**config.mk**
```make
export PLATFORM = sky130hd
export DESIGN_NAME = genius_pacer_flat
export DESIGN_NICKNAME = d
export VERILOG_FILES = /design/src/rtl/genius_pacer_if.sv /design/src/rtl/genius_pacer.sv /design/src/flat_wrapper.sv
export SDC_FILE = /design/constraint.sdc
export NUM_CORES = 1
export LEC_CHECK = 0
export BUFFER_PORTS_ARGS = -buffer_cell sky130_fd_sc_hd__buf_2
export CAP_MARGIN = 15
export CORE_ASPECT_RATIO = 0.5
export CORE_MARGIN = 1.5
export CORE_UTILIZATION = 25
export CTS_CLUSTER_SIZE = 20
export DETAILED_ROUTE_END_ITERATION = 10
export GPL_ROUTABILITY_DRIVEN = 0
export PLACE_DENSITY = 0.48
export SYNTH_ARGS = -nofsm -noshare
export SYNTH_HDL_FRONTEND = slang
export SYNTH_SLANG_ARGS = --single-unit
```
**constraint.sdc**
```tcl
create_clock -name clock -period 6.29 [get_ports clock]
set_clock_uncertainty 0.2 [all_clocks]
set_input_delay 1.5725 -clock clock [delete_from_list [all_inputs] [get_ports clock]]
set_output_delay 1.5725 -clock clock [all_outputs]
set_load 0.1 [all_outputs]
```
**src/rtl/genius_pacer_if.sv**
```systemverilog
// Request/pulse bus between the Genius game FSM (master) and the pacer (slave).
// Raw buttons ride on the same bus so the pacer sees one bundle.
interface genius_pacer_if;
  logic       show_req;
  logic [4:0] show_len;
  logic       input_req;
  logic       input_abort;
  logic [1:0] speed_sel;
  logic [2:0] btn;
  logic [3:0] show_idx;
  logic       show_on;
  logic       show_done;
  logic       btn_valid;
  logic [1:0] btn_code;
  logic       input_done;
  logic       timeout;
  logic       busy;

  modport master (
    output show_req, show_len, input_req, input_abort, speed_sel, btn,
    input  show_idx, show_on, show_done, btn_valid, btn_code, input_done, timeout, busy
  );

  modport slave (
    input  show_req, show_len, input_req, input_abort, speed_sel, btn,
    output show_idx, show_on, show_done, btn_valid, btn_code, input_done, timeout, busy
  );
endinterface

```
**src/rtl/genius_pacer.sv**
```systemverilog
// Show-phase pacing and debounced player-input window for the Genius game.
// All durations are counted in prescaled ticks; the prescaler restarts on every state change.
module genius_pacer #(
  parameter int TICK_DIV      = 50000,
  parameter int ON_TICKS      = 400,
  parameter int GAP_TICKS     = 200,
  parameter int DEB_TICKS     = 20,
  parameter int TIMEOUT_TICKS = 5000
) (
  input  logic           clock,
  input  logic           reset,
  genius_pacer_if.slave  bus
);

  localparam int PRE_W  = $clog2(TICK_DIV);
  localparam int PH_MAX = (ON_TICKS > GAP_TICKS) ? ON_TICKS : GAP_TICKS;
  localparam int PH_W   = $clog2(PH_MAX + 1);
  localparam int DB_W   = $clog2(DEB_TICKS + 1);
  localparam int TO_W   = $clog2(TIMEOUT_TICKS + 1);

  localparam logic [PRE_W-1:0] PRE_LAST = PRE_W'(TICK_DIV - 1);
  localparam logic [DB_W-1:0]  DEB_LAST = DB_W'(DEB_TICKS - 1);
  localparam logic [TO_W-1:0]  TO_LAST  = TO_W'(TIMEOUT_TICKS - 1);

  typedef enum logic [2:0] {
    IDLE,
    SHOW_ON,
    SHOW_GAP,
    WAIT_PRESS,
    WAIT_RELEASE
  } state_t;

  state_t            state;
  logic [PRE_W-1:0]  pre;
  logic [PH_W-1:0]   ph_cnt;
  logic [PH_W-1:0]   dur;
  logic [DB_W-1:0]   deb_cnt;
  logic [TO_W-1:0]   to_cnt;
  logic [4:0]        len;
  logic [4:0]        presses;
  logic [2:0]        btn_s1;
  logic [2:0]        btn_s2;

  logic [3:0]        show_idx_r;
  logic              show_on_r;
  logic              show_done_r;
  logic              btn_valid_r;
  logic [1:0]        btn_code_r;
  logic              input_done_r;
  logic              timeout_r;
  logic              busy_r;

  logic              tick;
  logic              btn_nz;

  assign tick   = (pre == PRE_LAST);
  assign btn_nz = |btn_s2;

  assign bus.show_idx   = show_idx_r;
  assign bus.show_on    = show_on_r;
  assign bus.show_done  = show_done_r;
  assign bus.btn_valid  = btn_valid_r;
  assign bus.btn_code   = btn_code_r;
  assign bus.input_done = input_done_r;
  assign bus.timeout    = timeout_r;
  assign bus.busy       = busy_r;

  function automatic logic [4:0] clamp_len(input logic [4:0] l);
    if (l == 5'd0)  return 5'd1;
    if (l > 5'd16)  return 5'd16;
    return l;
  endfunction

  // Scaled phase length, never shorter than one tick.
  function automatic logic [PH_W-1:0] scaled_dur(input int base, input logic [1:0] sel);
    int s;
    s = base >> sel;
    if (s < 1) s = 1;
    return PH_W'(s);
  endfunction

  function automatic logic [1:0] btn_encode(input logic [2:0] b);
    case (b)
      3'b001:  return 2'd0;
      3'b010:  return 2'd1;
      3'b100:  return 2'd2;
      default: return 2'd3;
    endcase
  endfunction

  // Buttons are asynchronous; only btn_s2 is used downstream.
  always_ff @(posedge clock or negedge reset) begin
    if (!reset) begin
      btn_s1 <= '0;
      btn_s2 <= '0;
    end else begin
      btn_s1 <= bus.btn;
      btn_s2 <= btn_s1;
    end
  end

  always_ff @(posedge clock or negedge reset) begin
    if (!reset) begin
      state        <= IDLE;
      pre          <= '0;
      ph_cnt       <= '0;
      dur          <= '0;
      deb_cnt      <= '0;
      to_cnt       <= '0;
      len          <= '0;
      presses      <= '0;
      show_idx_r   <= '0;
      show_on_r    <= 1'b0;
      show_done_r  <= 1'b0;
      btn_valid_r  <= 1'b0;
      btn_code_r   <= '0;
      input_done_r <= 1'b0;
      timeout_r    <= 1'b0;
      busy_r       <= 1'b0;
    end else begin
      show_done_r  <= 1'b0;
      btn_valid_r  <= 1'b0;
      input_done_r <= 1'b0;
      timeout_r    <= 1'b0;
      pre          <= tick ? '0 : pre + 1'b1;

      case (state)
        IDLE: begin
          pre <= '0;
          if (bus.show_req) begin
            len        <= clamp_len(bus.show_len);
            show_idx_r <= '0;
            ph_cnt     <= '0;
            dur        <= scaled_dur(ON_TICKS, bus.speed_sel);
            show_on_r  <= 1'b1;
            busy_r     <= 1'b1;
            state      <= SHOW_ON;
          end else if (bus.input_req) begin
            len     <= clamp_len(bus.show_len);
            presses <= '0;
            deb_cnt <= '0;
            to_cnt  <= '0;
            busy_r  <= 1'b1;
            state   <= WAIT_PRESS;
          end
        end

        SHOW_ON: begin
          if (tick) begin
            if (ph_cnt == dur - 1'b1) begin
              ph_cnt    <= '0;
              dur       <= scaled_dur(GAP_TICKS, bus.speed_sel);
              show_on_r <= 1'b0;
              pre       <= '0;
              state     <= SHOW_GAP;
            end else begin
              ph_cnt <= ph_cnt + 1'b1;
            end
          end
        end

        SHOW_GAP: begin
          if (tick) begin
            if (ph_cnt == dur - 1'b1) begin
              ph_cnt <= '0;
              pre    <= '0;
              if ({1'b0, show_idx_r} == len - 5'd1) begin
                show_done_r <= 1'b1;
                busy_r      <= 1'b0;
                state       <= IDLE;
              end else begin
                show_idx_r <= show_idx_r + 1'b1;
                dur        <= scaled_dur(ON_TICKS, bus.speed_sel);
                show_on_r  <= 1'b1;
                state      <= SHOW_ON;
              end
            end else begin
              ph_cnt <= ph_cnt + 1'b1;
            end
          end
        end

        // A completed press outranks both abort and timeout in the same cycle.
        WAIT_PRESS: begin
          if (btn_nz && tick && deb_cnt == DEB_LAST) begin
            btn_valid_r <= 1'b1;
            btn_code_r  <= btn_encode(btn_s2);
            presses     <= presses + 5'd1;
            to_cnt      <= '0;
            deb_cnt     <= '0;
            pre         <= '0;
            if (bus.input_abort) begin
              busy_r <= 1'b0;
              state  <= IDLE;
            end else begin
              state <= WAIT_RELEASE;
            end
          end else if (bus.input_abort) begin
            pre    <= '0;
            busy_r <= 1'b0;
            state  <= IDLE;
          end else begin
            if (!btn_nz)   deb_cnt <= '0;
            else if (tick) deb_cnt <= deb_cnt + 1'b1;
            if (tick) begin
              if (to_cnt == TO_LAST) begin
                timeout_r <= 1'b1;
                pre       <= '0;
                busy_r    <= 1'b0;
                state     <= IDLE;
              end else begin
                to_cnt <= to_cnt + 1'b1;
              end
            end
          end
        end

        WAIT_RELEASE: begin
          if (bus.input_abort) begin
            pre    <= '0;
            busy_r <= 1'b0;
            state  <= IDLE;
          end else if (btn_nz) begin
            deb_cnt <= '0;
          end else if (tick) begin
            if (deb_cnt == DEB_LAST) begin
              deb_cnt <= '0;
              pre     <= '0;
              if (presses == len) begin
                input_done_r <= 1'b1;
                busy_r       <= 1'b0;
                state        <= IDLE;
              end else begin
                state <= WAIT_PRESS;
              end
            end else begin
              deb_cnt <= deb_cnt + 1'b1;
            end
          end
        end

        default: begin
          busy_r <= 1'b0;
          state  <= IDLE;
        end
      endcase
    end
  end

endmodule

```
**src/flat_wrapper.sv**
```systemverilog
// flat-port wrapper written by rule: the top's interface ports become plain ports
module genius_pacer_flat 
#(
  parameter int TICK_DIV      = 50000,
  parameter int ON_TICKS      = 400,
  parameter int GAP_TICKS     = 200,
  parameter int DEB_TICKS     = 20,
  parameter int TIMEOUT_TICKS = 5000
)
  (clock, reset, bus_show_req, bus_show_len, bus_input_req, bus_input_abort, bus_speed_sel, bus_btn, bus_show_idx, bus_show_on, bus_show_done, bus_btn_valid, bus_btn_code, bus_input_done, bus_timeout, bus_busy);
  genius_pacer_if bus_i ();
  input  logic clock;
  input  logic reset;
  input wire logic [$bits(bus_i.show_req)-1:0] bus_show_req;
  input wire logic [$bits(bus_i.show_len)-1:0] bus_show_len;
  input wire logic [$bits(bus_i.input_req)-1:0] bus_input_req;
  input wire logic [$bits(bus_i.input_abort)-1:0] bus_input_abort;
  input wire logic [$bits(bus_i.speed_sel)-1:0] bus_speed_sel;
  input wire logic [$bits(bus_i.btn)-1:0] bus_btn;
  output wire logic [$bits(bus_i.show_idx)-1:0] bus_show_idx;
  output wire logic [$bits(bus_i.show_on)-1:0] bus_show_on;
  output wire logic [$bits(bus_i.show_done)-1:0] bus_show_done;
  output wire logic [$bits(bus_i.btn_valid)-1:0] bus_btn_valid;
  output wire logic [$bits(bus_i.btn_code)-1:0] bus_btn_code;
  output wire logic [$bits(bus_i.input_done)-1:0] bus_input_done;
  output wire logic [$bits(bus_i.timeout)-1:0] bus_timeout;
  output wire logic [$bits(bus_i.busy)-1:0] bus_busy;
  assign bus_i.show_req = bus_show_req;
  assign bus_i.show_len = bus_show_len;
  assign bus_i.input_req = bus_input_req;
  assign bus_i.input_abort = bus_input_abort;
  assign bus_i.speed_sel = bus_speed_sel;
  assign bus_i.btn = bus_btn;
  assign bus_show_idx = bus_i.show_idx;
  assign bus_show_on = bus_i.show_on;
  assign bus_show_done = bus_i.show_done;
  assign bus_btn_valid = bus_i.btn_valid;
  assign bus_btn_code = bus_i.btn_code;
  assign bus_input_done = bus_i.input_done;
  assign bus_timeout = bus_i.timeout;
  assign bus_busy = bus_i.busy;
  genius_pacer #(.TICK_DIV(TICK_DIV), .ON_TICKS(ON_TICKS), .GAP_TICKS(GAP_TICKS), .DEB_TICKS(DEB_TICKS), .TIMEOUT_TICKS(TIMEOUT_TICKS)) u_core (.clock(clock), .reset(reset), .bus(bus_i));
endmodule
```
* After elaboration in Yosys (flattened, before gate mapping)
Cells that the tools add are included.
** Storage, ports and cells
- Logic and storage cells :: 225
- Memories :: 0
- Flip-flop bits (word level) :: 83
- Bits in writable memories :: 0
- Bits in read-only memories :: 0
- Output and inout bits :: 12
- Latch bits :: 0
** Cells by class
- Magnitude comparators :: 3
- Reductions and logical operators :: 22
- Multiplexer cells :: 131
- Eq/ne operators :: 40
- Add/subtract/negate cells :: 8
- Multipliers :: 0
- Divide/modulo/power cells :: 0
- Shift operators :: 2
- Bitwise gates (word level) :: 1
** Operator list (count)
- $mux W16 :: 11
- $mux W9 :: 11
- $mux W5 :: 19
- $mux W13 :: 6
- $lt A32 B2 Y1 const B :: 2
- $pmux W16 S4 :: 1
- $mux W1 :: 53
- $mux W3 :: 15
- $shr A8 B2 Y32 const A :: 1
- $shr A9 B2 Y32 const A :: 1
- $pmux W9 S3 :: 1
- $pmux W13 S2 :: 1
- $ne A3 B2 Y1 const B :: 7
- $pmux W9 S2 :: 1
- $add A16 B1 Y16 const B :: 1
- $eq A16 B16 Y1 const B :: 1
- $mux W4 :: 4
- $pmux W3 S5 :: 1
- $pmux W5 S3 :: 1
- $ne A2 B1 Y1 const B :: 7
- $reduce_and A7 Y1 :: 2
- $add A13 B1 Y13 const B :: 1
- $eq A13 B13 Y1 const B :: 1
- $reduce_and A12 Y1 :: 1
- 38 further kinds :: 57

* Logic depth before layout (Yosys ltp)
Gate-level depths: netlist of run 1.
- Depth in word-level cells :: 13
- Mapped depth :: 13
- Mapped depth without buffers :: 10

* Least setup slack after synthesis of run 1
OpenSTA, ideal clock, no wires.
- Path kind :: input to register
- From :: input port bus_show_req
- To :: register u_core.to_cnt[11]
- Buffers on the path :: 1
- Data arrival time :: 2.944 ns
- Setup slack :: 3.068 ns
- Data required time :: 6.012 ns
- Cell stages on the path :: 7
- Library setup time :: 0.078 ns
- Cell sequence :: clkbuf_1 > nand3b_1 > a21oi_1 > o21a_1 > nand4_1 > or3_1 > a21oi_1
** Between the ends
- Longest elaborated chain between the ends :: 2
** Ends and longest elaborated chain
- start: declaration :: RTL line flat_wrapper.sv:14 : input wire logic [$bits(bus_i.show_req)-1:0] bus_show_req;
- $ne A2 B2 Y1 (no line)
- $reduce_and A6 Y1 (no line)
- end signal: assignment :: RTL line genius_pacer.sv:212 : to_cnt <= to_cnt + 1'b1;
- end: declaration :: RTL line genius_pacer.sv:38 : logic [TO_W-1:0] to_cnt;
No other way between the ends.
A chain may end at the register's enable or synchronous reset.

* Final worst setup path of run 1
- From :: register u_core.dur[0]
- To :: register u_core.dur[6]
** Between the ends
- Longest elaborated chain between the ends :: 4
- Elaborated cells on any way between the ends :: 5
- Classes of those cells :: 1 x add/sub; 3 x eq/ne; 1 x reduce/logical
** Ends and longest elaborated chain
- start: declaration :: RTL line genius_pacer.sv:36 : logic [PH_W-1:0] dur;
- start signal: assignment :: RTL line genius_pacer.sv:134 : dur <= scaled_dur(ON_TICKS, bus.speed_sel);
- start signal: assignment :: RTL line genius_pacer.sv:152 : dur <= scaled_dur(GAP_TICKS, bus.speed_sel);
- start signal: assignment :: RTL line genius_pacer.sv:173 : dur <= scaled_dur(ON_TICKS, bus.speed_sel);
- $sub A9 B1 Y9 * :: RTL line genius_pacer.sv:150, genius_pacer.sv:164
- $eq A9 B9 Y1 * :: RTL line genius_pacer.sv:150, genius_pacer.sv:164
- $ne A2 B1 Y1 (no line)
- $reduce_and A7 Y1 (no line) *
Mark *: on every way between the ends. The rest lies on a longest branch, timed or not.

==> results of run 1 <==
## layout by cell type, fill, tap and decap left out, types with 4 or more instances in the layout
cell type	synthesis	layout
ha_1	13	13
mux2_2	5	5
inv_1	17	17
buf_2	6	25
clkbuf_16	0	9
or3_1	8	8
nand3b_1	4	4
nand3_1	25	25
dfrtp_1	83	83
xor2_1	18	18
mux2i_1	5	5
and3_1	9	9
nand4_1	9	9
nand2b_1	12	12
nor3_1	16	16
nand2_1	49	49
xnor2_1	30	30
a211oi_1	4	4
a21oi_1	27	27
nor2_1	56	56
o21ai_0	34	34
## power groups by stage
stage	clock network [uW]	logic (uW)	registers (uW)
2_1_floorplan	0	13.3	550
3_3_place_gp	0	34.0	550
3_5_place_dp	0	34.3	550
4_1_cts	555	34.5	540
5_1_grt	574	39.1	540
6_report	537	33.1	540
## flip-flops by register name (all words and copies together), names as in the netlist
name                   flops
u_core.bus.btn_code        2
u_core.btn_s2              3
u_core.ph_cnt              9
u_core.bus.show_idx        4
u_core.bus.btn_valid       1
u_core.btn_s1              3
u_core.bus.show_on         1
u_core.bus.input_done      1
u_core.deb_cnt             5
u_core.dur                 9
u_core.bus.show_done       1
u_core.state               3
u_core.len                 5
u_core.bus.busy            1
u_core.bus.timeout         1
u_core.pre                16
u_core.presses             5
u_core.to_cnt             13
## routing by layer
metal  global-route usage (%)  up-vias  part of all wire [%]
li1                         -     1822                     -
met1                     15.6     1725                    51
met2                     17.9       44                    45
met3                     2.89       10                   3.2
met4                     2.64        0                   1.1
met5                        0        -                     0
## stage by stage
step           worst slack, ns  cells  area [um2]  total power [uW]  utilization [%]
6_report                  3.01    795        5420              1110             29.4
5_1_grt                   2.73    795        5420              1150             29.4
4_1_cts                   2.99    795        5420              1130             29.4
3_5_place_dp              2.80    779        5120               584             27.8
3_3_place_gp              2.86    779        5120               584             27.8
2_1_floorplan             3.07    508        4720               563                -
## worst min path at each step
stage,startpoint,end,slack (ns),depth (start not counted)
final,u_core.btn_s1[1],u_core.btn_s2[1],0.15,0
after global routing,u_core.btn_s1[1],u_core.btn_s2[1],0.16,0
after CTS,u_core.btn_s1[1],u_core.btn_s2[1],0.16,0
after detailed placement,u_core.btn_s1[1],u_core.btn_s2[1],0.14,0
after global placement,u_core.btn_s1[1],u_core.btn_s2[1],0.14,0
after floorplan,u_core.btn_s1[0],u_core.btn_s2[0],0.13,0
## worst max-delay path: cells and delay by family, from the launching register on
kind	cells	cell delay (ns)
DFF	1	0.48
and+or+nand+nor	3	0.82
muxes	1	0.34
buffers and inverters	1	0.12
AOI/OAI and AO/OA	4	0.86
adders and majority gates	1	0.33
## Yosys cell counts, drive strengths merged (3+ instances only)
cell / number / area share [%]
nand3b: 4 / 0.64
or3: 8 / 1.1
mux2: 8 / 1.9
ha: 13 / 3.4
nor3: 16 / 1.7
nand3: 25 / 2.6
nand2b: 12 / 1.6
or3b: 3 / 0.56
nor3b: 4 / 0.74
and3: 9 / 1.2
inv: 17 / 1.4
o21ai: 35 / 3.7
xnor2: 30 / 5.6
nor2: 59 / 5.0
nand2: 50 / 4.1
dfrtp: 83 / 44
a21o: 3 / 0.48
or2: 5 / 0.66
clkbuf: 9 / 0.71
a21oi: 28 / 3.2
mux2i: 5 / 1.1
nor4: 4 / 0.85
nand4: 9 / 1.2
a211oi: 4 / 0.64
nor4bb: 3 / 0.64
buf: 7 / 0.87
xor2: 18 / 3.3
## final cells by class
| type | instances | area share [%] |
|---|---|---|
| Clock buffer | 9 | 4.15 |
| Clock inverter | 7 | 1.41 |
| Inverter | 17 | 1.18 |
| Sequential cell | 83 | 38.3 |
| Tap cell | 259 | 5.98 |
| Timing Repair Buffer | 28 | 2.72 |
| Multi-Input combinational cell | 392 | 46.3 |
## kinds of logic after synthesis
logic type,count (synthesis),share of synthesized area (%)
AO/OA/AOI/OAI,92,12.0
AND/OR/NAND/NOR,224,24.8
XOR/XNOR,50,9.88
multiplexers,13,2.97
flip-flops,83,44.0
buffers and inverters,33,2.94
adder cells (fa/ha/maj),13,3.44
==> impl_metrics.toml, run 1 <==
[status]
status = "finished clean"

[synth]
async_flop_share_pct = 100
netlist_instances = 508
ys_types = 66
synth_edf_count = 0
ys.flop_type = "dfrtp_1"
syn_nets = 536
syn-cell-area_um2 = 4720
ys_warn_count = 0
ys_ff_latch = 83
yosysSeqAreaShare_pct = 44.0
avgSynthCellArea_um2 = 9.30

[critical_path]
critPathKind = "reg2reg"
cp.required_ns = 6.31
cp.arrival_ns = 3.30
cp_max_fo = 10
max_stage_delay_ns = 0.48
path_cells = "inv_1 -> ha_1 -> o21ai_0 -> or3_1 -> a21boi_0 -> o21bai_1 -> or2_1 -> a21oi_4 -> nand2_4 -> mux2_1"
setup.worst_path.start_class = "flip-flop"
r2r_cells = 10
worstSetupEndpointType = "flip-flop"
crit_slowest_cell = "dfrtp_1"
crit_start = "u_core.dur[0]"
r2r-start = "u_core.dur[0]"
rrSetupSlack_ns = 3.01
endpoint = "u_core.dur[6]"
rr_endpoint = "u_core.dur[6]"

[sta]
final.period_utilization_pct = 52.1
fmax_mhz = 305
slew_viol_final = 0
setup_viol = 0
setup_tns_ns = 0
relSlewSlack_pct = 33.2
hold_viol_final = 0
worst_pin_slew_ns = 1.00
period_needed_ns = 3.28
fin_hold_ws_ns = 0.155
rsz0062_at_grt = "no"

[power]
p_int_uw = 831
peakVddDrop_mv = 0.114
cellPowerDensity_nw_per_um2 = 205
combinationalPowerShare_pct = 3.0
cellLeakagePower_uw = 0.00234
sequentialPowerShare_pct = 48.6
swShare_pct = 25.1
pwr-share-clk_pct = 48.4
switching_power_uw = 279

[job]
maxCapViolCount = 0

[final_layout]
n_antenna_cell = 0
ff_latch_area_um2 = 2080
multi_input_area_um2 = 2510
layout-drive-gt1-share_pct = 11.9
area_delta_synth_final_pct = 14.8
num-fill-cells = 1954
layout.nets = 559

[die]
placementRows = 35
ios = 27
dieWidth_um = 197
start_util_pct = 25.6
die_area_um2 = 19800
die_h_um = 100
core_area_um2 = 18400

[routing]
routed_wl_um = 10200
ant_nets = 0
post_drt_wl_per_cell_um = 12.8
vias = 3601
drt_iter0_drc = 227
post_drt_via_cell_ratio = 4.53
drc = 0
dr.pass1.iters = 4

[clock_network]
path_clk_slew_ns = 0.08
post_cts_resize_count = 0
cts_root_buf = "clkbuf_16"
clock_sinks = 83
clockBufferDepth = 2
cts_htree_levels = 3
ctsHoldBuffers = 0
cts_made_buffers = 9
post_cts_buffers = 0
cts_tree = "built"
insertion_delay_ns = 0.35

[global_routing]
grt_overflow = 0
grt_pass1_wl_um = 18000
grt_pass1_vias = 3524
grt_usage_pct = 11.4
antenna_found_initial = 0
grt_max_degree = 77

[worst_hold_path]
worstHoldPathType = "reg2reg"

[placement]
io_buffers = 26
dp_hpwl_um = 7360
Power figures use the tool's default switching activity.
==> run 2, diff against run 1 <==
PLACE_DENSITY = 0.5   (was 0.48)
clock period = 2.68 ns   (was 6.29 ns; I/O delays follow)
==> run 2 against run 1 <==
  * Total power rose by 140%
  * Final cell count increased by 6.7%
  * Clock power increased by 130%
  * Setup slack worse by 3.0 ns
  * Register-to-register slack got worse by 3.0 ns
==> impl_metrics.toml, run 2 (synthesized netlist as in run 1, its figures left out) <==
[die]
die_area_um2 = 19800
start_util_pct = 25.6
die_h_um = 100
core_area_um2 = 18400
dieWidth_um = 197
ios = 27
placementRows = 35

[sta]
fmax_mhz = 374
relSlewSlack_pct = 61.3
setup_viol = 0
period_needed_ns = 2.67
rsz0062_at_grt = "yes"
slew_viol_final = 0
worst_pin_slew_ns = 0.577
final.period_utilization_pct = 99.7
hold_viol_final = 0

[global_routing]
antenna_found_initial = 0
grt_overflow = 0
grt_pass1_vias = 3783
grt_usage_pct = 11.9
grt_pass1_wl_um = 18800
grt_max_degree = 34

[placement]
placedCellCount = 824
io_buffers = 26
dp_hpwl_um = 8160

[critical_path]
cp.arrival_ns = 2.69
cp_max_fo = 7
max_stage_delay_ns = 0.52
cp.required_ns = 2.70
worst_path_dominant_cell_family = "simple AND/OR/NAND/NOR gates"
crit_slowest_cell = "or4b_4"
setup.worst_path.start_class = "flip-flop"
crit_top_cell = "buf_6"
crit_buf_inv = 2
critPathKind = "reg2reg"
path_cells = "buf_6 -> or3b_1 -> o32ai_2 -> a211oi_2 -> or2_1 -> or4b_4 -> buf_6 -> nor2_4 -> xnor2_1 -> a21oi_1"
worstSetupEndpointType = "flip-flop"

[final_layout]
area_delta_synth_final_pct = 27.5
n_antenna_cell = 0
final_common_cell = "dfrtp_1"
final_cell_mix = "78 x dfrtp_1, 55 x nor2_1, 48 x buf_4"
layout.nets = 612
reg_top3 = "u_core.pre: 16 flops, u_core.to_cnt: 13 flops"
max_flop_register = "u_core.pre"
num-fill-cells = 1880
layout-drive-gt1-share_pct = 25.3
largest_reg_flops = 16
finalNonFillerCells = 848

[power]
peakVddDrop_mv = 0.288
p_int_uw = 2020
switching_power_uw = 592
combinationalPowerShare_pct = 3.5
sequentialPowerShare_pct = 48.5
cellPowerDensity_nw_per_um2 = 433
swShare_pct = 22.7
cellLeakagePower_uw = 0.00265
pwr-share-clk_pct = 48.0
total_power_uw = 2610

[routing]
routed_wl_um = 11300
drt_iter0_drc = 278
ant_nets = 0
vias = 3849
post_drt_via_cell_ratio = 4.54
post_drt_wl_per_cell_um = 13.4
drc = 0
dr.pass1.iters = 4

[clock_network]
insertion_delay_ns = 0.34
path_clk_slew_ns = 0.07
clockBufferDepth = 2
cts_root_buf = "clkbuf_16"
cts_tree = "built"
clock_sinks = 83
ctsHoldBuffers = 0
cts_made_buffers = 9
cts_htree_levels = 3

[status]
status = "finished clean"

[job]
maxCapViolCount = 0

[worst_hold_path]
worstHoldPathType = "in2async"
-- run 2: layout make-up --
| type | instances | area (um2) | area share, % |
|---|---|---|---|
| clock inverter | 6 | 66.3 | 1.10 |
| tap | 259 | 324 | 5.38 |
| clock buffer | 10 | 229 | 3.80 |
| inverter | 17 | 63.8 | 1.06 |
| timing repair buffer | 80 | 591 | 9.80 |
| sequential | 83 | 2080 | 34.6 |
| multi-input combinational | 393 | 2670 | 44.3 |
-- run 2: worst register-to-register path: stages, from the launching register on --
cell and delay [ns]:
dfrtp_1 0.41, buf_6 0.14, or3b_1 0.38, o32ai_2 0.14
a211oi_2 0.12, or2_1 0.25, or4b_4 0.52, buf_6 0.15
nor2_4 0.08, xnor2_1 0.11, a21oi_1 0.05
-- run 2: power groups by stage --
stage                     sequential (uW)  combinational (uW)  clock [uW]
after detailed placement             1290                92.1           0
after floorplan                      1290                31.2           0
after CTS                            1270                92.4        1290
after global routing                 1270                 105        1340
after global placement               1290                90.9           0
final                                1270                91.0        1250
-- run 2: what timing repair did --
action,CTS,global route
resized for setup,2,33
pin swaps,1,19
buffers inserted,1,6
endpoints found under the setup margin,5,31
gates cloned,0,1
-- run 2: final timing paths --
kind / from / to / slack (ns) / cells after the start
hold reg to reg: u_core.btn_s1[1] / u_core.btn_s2[1] / 0.15 / 0
max in group asynchronous: reset / u_core.bus.show_idx[2] / 1.54 / 2
setup reg to reg: u_core.dur[1] / u_core.bus.show_idx[3] / 0.009 / 10
setup / recovery: u_core.dur[1] / u_core.bus.show_idx[3] / 0.009 / 10
hold / removal: reset / u_core.bus.btn_code[1] / 0.06 / 1
min in group clock: u_core.btn_s1[1] / u_core.btn_s2[1] / 0.15 / 0
-- run 2: per-layer routing --
layer	track usage (%)	up-vias	routed length [um]
met3	2.79	16	286
met4	3.23	0	143
met1	15.9	1866	5670
li1	-	1934	-
met5	0	-	0
met2	19.4	33	5240
-- run 2: stage by stage --
step / utilization (%) / hold WS, ns / setup TNS (ns) / setup slack (ns) / instance area (um2)
after global routing: 32.7 / 0.0919 / -0.821 / -0.0978 / 6020
after CTS: 31.4 / 0.0750 / 0 / 0.00210 / 5800
after detailed placement: 29.8 / 0.138 / -0.0430 / -0.0271 / 5490
after global placement: 29.8 / 0.135 / 0 / 0.0198 / 5490
after floorplan: - / 0.131 / 0 / 0.00116 / 4760
final: 32.7 / 0.0636 / 0 / 0.00930 / 6020
